### src/rtl/ace_req_gen_if.sv
// rtl/ace_req_gen_if.sv - ACE read/write channel bundle between ace_req_gen and the interconnect
interface ace_req_gen_if #(
   parameter int ADDR_W = 32,
   parameter int DATA_W = 32
);
   logic              arvalid;
   logic              arready;
   logic [ADDR_W-1:0] araddr;
   logic [3:0]        arsnoop;

   logic              rvalid;
   logic              rready;
   logic [DATA_W-1:0] rdata;
   logic [3:0]        rresp;
   logic              rack;

   logic              awvalid;
   logic              awready;
   logic [ADDR_W-1:0] awaddr;
   logic [2:0]        awsnoop;

   logic              wvalid;
   logic              wready;
   logic [DATA_W-1:0] wdata;

   logic              bvalid;
   logic              bready;
   logic              wack;

   modport master (
      output arvalid, araddr, arsnoop,
      input  arready,
      input  rvalid, rdata, rresp,
      output rready, rack,
      output awvalid, awaddr, awsnoop,
      input  awready,
      output wvalid, wdata,
      input  wready,
      input  bvalid,
      output bready, wack
   );

   modport slave (
      input  arvalid, araddr, arsnoop,
      output arready,
      output rvalid, rdata, rresp,
      input  rready, rack,
      input  awvalid, awaddr, awsnoop,
      output awready,
      input  wvalid, wdata,
      output wready,
      output bvalid,
      input  bready, wack
   );
endinterface

### src/rtl/ace_req_gen.sv
// rtl/ace_req_gen.sv - ACE request generator turning cache miss/upgrade/writeback commands into ACE transactions
// Define ACE_REQ_TIMEOUT_EN to add the 8-bit stall watchdog that aborts to IDLE and pulses ace_err.
module ace_req_gen #(
   parameter int ADDR_W = 32,
   parameter int DATA_W = 32
) (
   input  logic              clk,
   input  logic              reset,
   input  logic              read_req,
   input  logic              write_req,
   input  logic              invalid_req,
   input  logic              wb_req,
   input  logic [ADDR_W-1:0] req_addr,
   input  logic [DATA_W-1:0] wb_data,
   output logic              ace_ready,
   output logic [DATA_W-1:0] resp_data,
   output logic              resp_shared,
   output logic              resp_dirty,
   output logic              busy,
   output logic              ace_err,
   ace_req_gen_if.master     ace
);
   localparam logic [2:0] S_IDLE = 3'd0;
   localparam logic [2:0] S_AR   = 3'd1;
   localparam logic [2:0] S_R    = 3'd2;
   localparam logic [2:0] S_RACK = 3'd3;
   localparam logic [2:0] S_AW_W = 3'd4;
   localparam logic [2:0] S_B    = 3'd5;
   localparam logic [2:0] S_WACK = 3'd6;
   localparam logic [2:0] S_DONE = 3'd7;

   localparam logic [3:0] SNOOP_READ_SHARED = 4'b0001;
   localparam logic [3:0] SNOOP_READ_UNIQUE = 4'b0111;
   localparam logic [3:0] SNOOP_CLEAN_UNIQUE = 4'b1011;
   localparam logic [2:0] SNOOP_WRITE_BACK = 3'b011;

   logic [2:0]        state;
   logic [2:0]        state_nxt;
   logic [ADDR_W-1:0] addr_q;
   logic [DATA_W-1:0] data_q;
   logic [3:0]        snoop_q;
   logic [3:0]        snoop_sel;
   logic              any_req;
   logic              aw_done;
   logic              w_done;
   logic              aw_hs;
   logic              w_hs;
   logic              aw_fin;
   logic              w_fin;
   logic              timeout;
   logic              unused_rresp;

   assign any_req = read_req | write_req | invalid_req | wb_req;

   assign ace.arvalid = (state == S_AR);
   assign ace.araddr  = addr_q;
   assign ace.arsnoop = snoop_q;
   assign ace.rready  = (state == S_R);
   assign ace.rack    = (state == S_RACK);
   assign ace.awvalid = (state == S_AW_W) && !aw_done;
   assign ace.awaddr  = addr_q;
   assign ace.awsnoop = SNOOP_WRITE_BACK;
   assign ace.wvalid  = (state == S_AW_W) && !w_done;
   assign ace.wdata   = data_q;
   assign ace.bready  = (state == S_B);
   assign ace.wack    = (state == S_WACK);

   assign ace_ready = (state == S_DONE);
   assign busy      = (state != S_IDLE);
   assign ace_err   = timeout;

   // Only the shared/dirty bits of the R response are of interest here.
   assign unused_rresp = ^ace.rresp[1:0];

   // AW and W complete independently; a handshake this cycle counts as done.
   assign aw_hs  = ace.awvalid && ace.awready;
   assign w_hs   = ace.wvalid && ace.wready;
   assign aw_fin = aw_done || aw_hs;
   assign w_fin  = w_done || w_hs;

   always_comb begin
      snoop_sel = SNOOP_READ_SHARED;
      if (invalid_req) begin
         snoop_sel = SNOOP_CLEAN_UNIQUE;
      end else if (write_req) begin
         snoop_sel = SNOOP_READ_UNIQUE;
      end
   end

`ifdef ACE_REQ_TIMEOUT_EN
   logic [7:0] wd_cnt;
   logic       timed;

   assign timed   = (state == S_AR) || (state == S_R) || (state == S_AW_W) || (state == S_B);
   assign timeout = timed && (wd_cnt == 8'hFF);

   always_ff @(posedge clk) begin
      if (reset) begin
         wd_cnt <= 8'd0;
      end else if (state_nxt != state) begin
         wd_cnt <= 8'd0;
      end else if (timed) begin
         wd_cnt <= wd_cnt + 8'd1;
      end
   end
`else
   assign timeout = 1'b0;
`endif

   always_comb begin
      state_nxt = state;
      case (state)
         S_IDLE: begin
            if (wb_req) begin
               state_nxt = S_AW_W;
            end else if (any_req) begin
               state_nxt = S_AR;
            end
         end
         S_AR:   if (ace.arready) state_nxt = S_R;
         S_R:    if (ace.rvalid) state_nxt = S_RACK;
         S_RACK: state_nxt = S_DONE;
         S_AW_W: if (aw_fin && w_fin) state_nxt = S_B;
         S_B:    if (ace.bvalid) state_nxt = S_WACK;
         S_WACK: state_nxt = S_DONE;
         S_DONE: state_nxt = S_IDLE;
         default: state_nxt = S_IDLE;
      endcase
      if (timeout) begin
         state_nxt = S_IDLE;
      end
   end

   always_ff @(posedge clk) begin
      if (reset) begin
         state       <= S_IDLE;
         addr_q      <= '0;
         data_q      <= '0;
         snoop_q     <= 4'd0;
         aw_done     <= 1'b0;
         w_done      <= 1'b0;
         resp_data   <= '0;
         resp_shared <= 1'b0;
         resp_dirty  <= 1'b0;
      end else begin
         state <= state_nxt;
         if ((state == S_IDLE) && any_req) begin
            addr_q  <= req_addr;
            data_q  <= wb_data;
            snoop_q <= snoop_sel;
         end
         if (state == S_AW_W) begin
            aw_done <= aw_fin;
            w_done  <= w_fin;
         end else begin
            aw_done <= 1'b0;
            w_done  <= 1'b0;
         end
         if ((state == S_R) && ace.rvalid) begin
            resp_data   <= ace.rdata;
            resp_shared <= ace.rresp[3];
            resp_dirty  <= ace.rresp[2];
         end
      end
   end
endmodule
### src/flat_wrapper.sv
// flat-port wrapper written by rule: the top's interface ports become plain ports
module ace_req_gen_flat 
#(
   parameter int ADDR_W = 32,
   parameter int DATA_W = 32
)
  (clk, reset, read_req, write_req, invalid_req, wb_req, req_addr, wb_data, ace_ready, resp_data, resp_shared, resp_dirty, busy, ace_err, ace_arvalid, ace_araddr, ace_arsnoop, ace_arready, ace_rvalid, ace_rdata, ace_rresp, ace_rready, ace_rack, ace_awvalid, ace_awaddr, ace_awsnoop, ace_awready, ace_wvalid, ace_wdata, ace_wready, ace_bvalid, ace_bready, ace_wack);
  ace_req_gen_if #(.ADDR_W(ADDR_W), .DATA_W(DATA_W)) ace_i ();
  input  logic clk;
  input  logic reset;
  input  logic read_req;
  input  logic write_req;
  input  logic invalid_req;
  input  logic wb_req;
  input  logic [ADDR_W-1:0] req_addr;
  input  logic [DATA_W-1:0] wb_data;
  output logic ace_ready;
  output logic [DATA_W-1:0] resp_data;
  output logic resp_shared;
  output logic resp_dirty;
  output logic busy;
  output logic ace_err;
  output wire logic [$bits(ace_i.arvalid)-1:0] ace_arvalid;
  output wire logic [$bits(ace_i.araddr)-1:0] ace_araddr;
  output wire logic [$bits(ace_i.arsnoop)-1:0] ace_arsnoop;
  input wire logic [$bits(ace_i.arready)-1:0] ace_arready;
  input wire logic [$bits(ace_i.rvalid)-1:0] ace_rvalid;
  input wire logic [$bits(ace_i.rdata)-1:0] ace_rdata;
  input wire logic [$bits(ace_i.rresp)-1:0] ace_rresp;
  output wire logic [$bits(ace_i.rready)-1:0] ace_rready;
  output wire logic [$bits(ace_i.rack)-1:0] ace_rack;
  output wire logic [$bits(ace_i.awvalid)-1:0] ace_awvalid;
  output wire logic [$bits(ace_i.awaddr)-1:0] ace_awaddr;
  output wire logic [$bits(ace_i.awsnoop)-1:0] ace_awsnoop;
  input wire logic [$bits(ace_i.awready)-1:0] ace_awready;
  output wire logic [$bits(ace_i.wvalid)-1:0] ace_wvalid;
  output wire logic [$bits(ace_i.wdata)-1:0] ace_wdata;
  input wire logic [$bits(ace_i.wready)-1:0] ace_wready;
  input wire logic [$bits(ace_i.bvalid)-1:0] ace_bvalid;
  output wire logic [$bits(ace_i.bready)-1:0] ace_bready;
  output wire logic [$bits(ace_i.wack)-1:0] ace_wack;
  assign ace_arvalid = ace_i.arvalid;
  assign ace_araddr = ace_i.araddr;
  assign ace_arsnoop = ace_i.arsnoop;
  assign ace_i.arready = ace_arready;
  assign ace_i.rvalid = ace_rvalid;
  assign ace_i.rdata = ace_rdata;
  assign ace_i.rresp = ace_rresp;
  assign ace_rready = ace_i.rready;
  assign ace_rack = ace_i.rack;
  assign ace_awvalid = ace_i.awvalid;
  assign ace_awaddr = ace_i.awaddr;
  assign ace_awsnoop = ace_i.awsnoop;
  assign ace_i.awready = ace_awready;
  assign ace_wvalid = ace_i.wvalid;
  assign ace_wdata = ace_i.wdata;
  assign ace_i.wready = ace_wready;
  assign ace_i.bvalid = ace_bvalid;
  assign ace_bready = ace_i.bready;
  assign ace_wack = ace_i.wack;
  ace_req_gen #(.ADDR_W(ADDR_W), .DATA_W(DATA_W)) u_core (.clk(clk), .reset(reset), .read_req(read_req), .write_req(write_req), .invalid_req(invalid_req), .wb_req(wb_req), .req_addr(req_addr), .wb_data(wb_data), .ace_ready(ace_ready), .resp_data(resp_data), .resp_shared(resp_shared), .resp_dirty(resp_dirty), .busy(busy), .ace_err(ace_err), .ace(ace_i));
endmodule
### config.mk
export PLATFORM = sky130hd
export DESIGN_NAME = ace_req_gen_flat
export DESIGN_NICKNAME = d
export VERILOG_FILES = /design/src/rtl/ace_req_gen_if.sv /design/src/rtl/ace_req_gen.sv /design/src/flat_wrapper.sv
export SDC_FILE = /design/constraint.sdc
export NUM_CORES = 1
export LEC_CHECK = 0
export BUFFER_PORTS_ARGS = -buffer_cell sky130_fd_sc_hd__buf_2
export CAP_MARGIN = 20
export CORE_MARGIN = 2
export CORE_UTILIZATION = 44
export CTS_CLUSTER_SIZE = 30
export DETAILED_ROUTE_END_ITERATION = 10
export HOLD_SLACK_MARGIN = 0.1
export PLACE_DENSITY = 0.81
export SLEW_MARGIN = 20
export SYNTH_ARGS = -nofsm -noshare
export SYNTH_HDL_FRONTEND = slang
export SYNTH_SLANG_ARGS = --single-unit
export TNS_END_PERCENT = 1
### constraint.sdc
create_clock -name clk -period 1.65 [get_ports clk]
set_input_delay 0.33 -clock clk [delete_from_list [all_inputs] [get_ports clk]]
set_output_delay 0.33 -clock clk [all_outputs]
set_load 0.02 [all_outputs]
==> results.yml, run 1 <==
run_status:
  status: "complete, no violations"
pwr:
  p_sw_share_pct: 43.0
  p_leak_nw: 2.71
  clockPowerShare_pct: 16.3
  seq_power_share_pct: 37.0
  power_density_mw_per_mm2: 1680
  vdd_drop_max_v: 0.000932
  totalPowerFinal_mw: 9.72
  cellInternalPower_mw: 5.54
  pwr-share-comb_pct: 46.7
  switchingPower_mw: 4.18
worst_setup_path:
  path_delay_family: "simple AND/OR/NAND/NOR gates"
  path_buf_inv: 1
  crit_path_max_fanout: 8
  worstSetupPathType: "register to primary output"
  crit_required_ns: 1.32
  cp_cell_sequence: "nand2b_4, nand2b_4, nor2_4, buf_6"
  max_stage_delay_ns: 0.39
  path_common_cell: "nand2b_4"
  r2r_start: "u_core.state[2]$_SDFFE_PP0P_"
  critPathCaptureType: "primary output"
  arrival_ns: 1.28
  slowest_stage: "dfxtp_4"
  cp-startpoint: "u_core.state[0]$_SDFFE_PP0P_"
  worstSetupStartpointType: "register"
yosys:
  synthAdderAreaFrac_pct: 0
  yosysSeqAreaShare_pct: 48.6
  synth-async-reset-ratio_pct: 0
  synth_top_flop_cell: "dfxtp_1"
  synth-xor-area-share_pct: 0.199
  syn-cell-area_mm2: 0.00440
  synth-compound-area-share_pct: 20.5
  ys_seq_elements: 107
  synth_top_area_cell: "dfxtp_1"
  synth_area_leaders: "dfxtp_1, a21oi_1, nand3_1"
  synthMuxAreaShare_pct: 0
  synth.most_common_cell: "dfxtp_1"
  ys_top_cells_by_count: "dfxtp_1, a21oi_1, nand2_1"
  synth_cells: 544
  synth_edf_count: 0
  synth_cell_types: 35
  synth-simple-area-share_pct: 18.3
  yosysWarnings: 0
  synth_area_per_cell_um2: 8.10
  synth_top_family_by_area: "compound AO/OA/AOI/OAI gates"
  synth_top_area_share_pct: 48.6
timing:
  worst_pin_slew_ns: 0.651
  setup_tns_ns: 0
  rsz0062_at_grt: "true"
  fmax_mhz: 620
  finalCritPeriodShare_pct: 97.7
  finalSetupViolations: 0
  drv_slew: 0
  maxSlewHeadroom_pct: 56.6
  hold_viol: 0
  fin_skew_ns: 0.00754
  min_period_ns: 1.61
cells_and_area:
  final_util_pct: 59.5
  finalNetCount: 853
  drive_gt1_share_pct: 41.0
  fin_cells: 880
  n_antenna_cell: 0
  area_delta_synth_final_pct: 31.4
place:
  place_hpwl_um: 8950
  gp_congestion: 0.788
  post-place-cells: 859
  io_buffers: 251
cts:
  tritoncts: "built"
  htree_levels: 3
  cts.sinks: 107
  clk_pin_slew_ns: 0.10
  cts_root_buf: "clkbuf_8"
  cts_buffer_depth: 2
  numCtsBuffers: 9
  clock_latency_ns: 0.36
detailed_routing:
  routed_wl_um: 12700
  drtAntennaViolNets: 0
  routed_via_density: 5.13
  wire_per_inst_um: 14.4
  drt-pass1-iter-count: 5
  drc: 0
  vias: 4511
  drtIter0Drc: 248
grt:
  grt_pass1_wl_um: 20100
  grt_pass1_vias: 4248
  track_usage_pct: 22.6
  grt_max_degree: 66
  grt_remaining_overflow: 0
  antenna_found_initial: 0
die:
  io_pins: 258
  start_util_pct: 45.3
  num_rows: 36
  die_height_um: 104
  die_x_um: 104
  die-area_mm2: 0.0108
  design.core.area_mm2: 0.00973
min_path:
  hp-start: "ace_rdata[31]"
  hold_class: "input pin to register"
run:
  cap_viol_max_count: 0
[power groups by stage]
| stage | registers, mW | clock network [mW] | logic, mW |
|---|---|---|---|
| floorplan | 4.25 | 0 | 2.50 |
| global placement | 3.59 | 0 | 4.21 |
| detailed placement | 3.63 | 0 | 4.29 |
| CTS | 3.58 | 1.63 | 4.45 |
| global route | 3.68 | 1.74 | 4.95 |
| finish | 3.59 | 1.58 | 4.54 |
[cells by family after synthesis]
family | count (synthesis)
simple gates | 168
other cells | 2
flops | 107
buf+inv | 89
xor+xnor | 1
compound gates | 177
[cells in the final DEF, fill, tap and decap left out, drive strengths merged]
master | Yosys | final
a31oi | 1 | 1
nand3 | 64 | 64
nor4b | 2 | 2
xor2 | 1 | 1
conb | 2 | 4
nor4bb | 1 | 1
nand2b | 3 | 3
clkinv | 0 | 4
nor3 | 6 | 6
nand4bb | 1 | 1
a21oi | 104 | 104
nand3b | 1 | 1
o221ai | 1 | 1
o22ai | 1 | 1
clkinvlp | 0 | 2
clkbuf | 25 | 9
nor2b | 1 | 1
a2111oi | 1 | 1
nor2 | 11 | 11
and4bb | 1 | 1
nor4 | 1 | 1
o21ai | 68 | 68
or2 | 1 | 1
inv | 2 | 2
or4 | 2 | 2
dfxtp | 107 | 107
bufinv | 0 | 1
nand2 | 73 | 73
a31o | 1 | 1
buf | 62 | 272
[worst reg2reg max path, cell delays in order, from the launching register on]
cell,delay (ns)
dfxtp_4,0.40
and4bb_2,0.74
nand2_1,0.21
a21oi_1,0.16
[metal layers]
metal	global-route usage [%]	share of wire, %	vias up
met2	40.4	51	203
met1	24.9	39	2062
met3	6.83	7.8	26
met4	9.17	2.0	0
li1	-	-	2220
met5	0	0	-
[final timing paths]
kind	to	slack [ns]	cells past startpoint
setup / recovery	ace_wvalid	0.04	4
hold / removal	u_core.resp_data[31]$_SDFFE_PP0P_	0.19	3
setup reg to reg	u_core.resp_shared$_SDFFE_PP0P_	0.09	3
hold reg to reg	u_core.resp_data[5]$_SDFFE_PP0P_	0.46	2
[state kept, by name (all words and copies together), names as in the netlist]
signal	count
u_core.ace.araddr	32
u_core.ace.arsnoop	4
u_core.ace.wdata	32
u_core.aw_done	1
u_core.resp_data	32
u_core.resp_dirty	1
u_core.resp_shared	1
u_core.state	3
u_core.w_done	1
[final cells by class]
cell class                      instances  area, µm²
Clock buffer                            9        124
Clock inverter                          7       68.8
Fill cell                             898       3940
Inverter                                2       10.0
Multi-Input combinational cell        350       1780
Sequential cell                       107       2150
Tap cell                              133        166
Timing Repair Buffer                  272       1480
[what timing repair did]
item	in CTS	in global routing
hold buffers	0	0
resized for setup	15	16
buffers inserted	3	2
setup endpoints to repair	10	9
pin swaps	2	2
[per-stage QoR]
stage          hold WS, ns  area [µm²]  setup WS [ns]
2_1_floorplan        0.466        4410          0.123
3_3_place_gp         0.439        5450         0.0631
3_5_place_dp         0.448        5450       -0.00317
4_1_cts              0.171        5710       -0.00474
5_1_grt              0.172        5790        -0.0366
6_report             0.188        5790         0.0373
(Power assumes the default switching activity.)
==> inputs of run 2 (changes only) <==
Settings changed: CORE_UTILIZATION 44 to 45, CTS_BUF_LIST from default to sky130_fd_sc_hd__clkbuf_8, PLACE_DENSITY 0.81 to 0.82.
==> run 2 against run 1 <==
Clock-buffer cell count is 1 higher. Critical path depth stayed put. Total power is 4.2% higher. Register-to-register slack better by 0.06 ns. Cell count is 0.45% higher. Flip-flop and latch count stayed put. Largest power group unchanged.
==> results.yml, run 2 (synthesis gave the netlist of run 1 again) <==
detailed_routing:
  drt-pass1-iter-count: 5
  vias: 4531
  drtAntennaViolNets: 0
  wire_per_inst_um: 13.9
  routed_via_density: 5.13
  routed_wl_um: 12300
  drc: 0
  drtIter0Drc: 185
cells_and_area:
  n_antenna_cell: 0
  final_common_cell: "buf_2"
  layout_common_cells: "buf_2, dfxtp_1, a21oi_1"
  drive_gt1_share_pct: 41.4
  final_util_pct: 61.5
  area_delta_synth_final_pct: 34.6
  finalNetCount: 857
worst_setup_path:
  path_common_cell: "nand2b_4"
  slowest_stage: "dfxtp_4"
  worstSetupPathType: "register to primary output"
  critPathCaptureType: "primary output"
  reg2reg_setup_slack_ns: 0.15
  arrival_ns: 1.30
  reg2reg_to: "u_core.ace.arsnoop[1]$_SDFFE_PP0P_"
  r2r_start: "u_core.state[1]$_SDFFE_PP0P_"
  cp-startpoint: "u_core.state[0]$_SDFFE_PP0P_"
  max_stage_delay_ns: 0.39
  crit_path_max_fanout: 8
  cp_cell_sequence: "nand2b_4, nand2b_4, nor2_4, buf_6"
  ff2ff_path_depth: 5
  crit_required_ns: 1.32
  worstSetupStartpointType: "register"
timing:
  drv_slew: 0
  rsz0062_at_grt: "true"
  finalCritPeriodShare_pct: 98.8
  finalSetupViolations: 0
  holdWs_ns: 0.188
  setup_tns_ns: 0
  min_period_ns: 1.63
  fin_skew_ns: 0.0115
  hold_viol: 0
  fmax_mhz: 613
pwr:
  cellInternalPower_mw: 5.89
  clockPowerShare_pct: 17.5
  switchingPower_mw: 4.24
  p_leak_nw: 2.76
  p_sw_share_pct: 41.8
  pwr-share-comb_pct: 47.2
  power_density_mw_per_mm2: 1710
  seq_power_share_pct: 35.3
  vdd_drop_max_v: 0.000793
  totalPowerFinal_mw: 10.1
grt:
  grt_remaining_overflow: 0
  grt_pass1_vias: 4021
  antenna_found_initial: 0
  grt_pass1_wl_um: 17900
  track_usage_pct: 21.3
  grt_max_degree: 65
place:
  place_hpwl_um: 8660
  io_buffers: 251
  gp_congestion: 0.799
min_path:
  hold_class: "input pin to register"
  hp-start: "ace_rdata[20]"
  hold_path_end: "u_core.resp_data[20]$_SDFFE_PP0P_"
  min_path_cells: 3
die:
  num_rows: 36
  io_pins: 258
  start_util_pct: 45.7
  design.core.area_mm2: 0.00964
  die_x_um: 103
  die-area_mm2: 0.0106
  die_height_um: 103
cts:
  cts_buffer_depth: 2
  tritoncts: "built"
  htree_levels: 3
  clk_pin_slew_ns: 0.10
  clock_latency_ns: 0.37
  cts_root_buf: "clkbuf_8"
  cts.sinks: 107
  numCtsBuffers: 9
run:
  cap_viol_max_count: 0
run_status:
  status: "complete, no violations"
[run 2: how the worst max path moves through the flow]
stage	to	cells past startpoint
floorplan	ace_awvalid	4
global placement	u_core.ace.wdata[27]$_SDFFE_PP0P_	5
detailed placement	u_core.ace.wdata[26]$_SDFFE_PP0P_	5
CTS	ace_wvalid	4
global route	ace_awvalid	4
finish	ace_wvalid	4
[run 2: routing by layer]
layer  wire length (µm)  vias up  global-route usage [%]
met3               1000       15                    5.56
met2               6220      201                    37.2
met1               4850     2093                    24.3
li1                   -     2222                       -
met4                196        0                    9.62
met5                  0        -                       0
[run 2: through the flow]
stage | instance area, µm² | setup WS (ns) | std cells
floorplan | 4410 | 0.123 | 546
CTS | 5810 | -0.00953 | 878
detailed placement | 5510 | 0.0491 | 858
global placement | 5510 | 0.0753 | 858
global route | 5930 | -0.0292 | 884
finish | 5930 | 0.0200 | 884
[run 2: timing repair]
| action | 4_1_cts | 5_1_grt |
|---|---|---|
| cloned | 0 | 0 |
| buffers inserted | 4 | 6 |
| pin swaps | 1 | 2 |
| hold buffers | 0 | 0 |
| endpoints found under the setup margin | 9 | 8 |
| resized for setup | 15 | 18 |
[run 2: power groups by stage]
stage                     clock network, mW  registers [mW]  logic [mW]
after floorplan                           0            4.25        2.50
after global placement                    0            3.56        4.25
after detailed placement                  0            3.61        4.35
after CTS                              1.82            3.57        4.51
after global routing                   1.93            3.65        5.21
final                                  1.78            3.57        4.78
[run 2: final cells by class]
class	count	area, µm²
fillers	835	3710
flip-flops and latches	107	2150
multi-input cells	350	1790
repair buffers	276	1570
well taps	133	166
clock buffers	10	138
clock inverters	6	88.8
inverters	2	16.3
[run 2: critical path, delay by kind of cell (launching register included)]
family        cells  cell delay [ns]
buf+inv           1             0.12
flops             1             0.39
simple gates      3             0.42
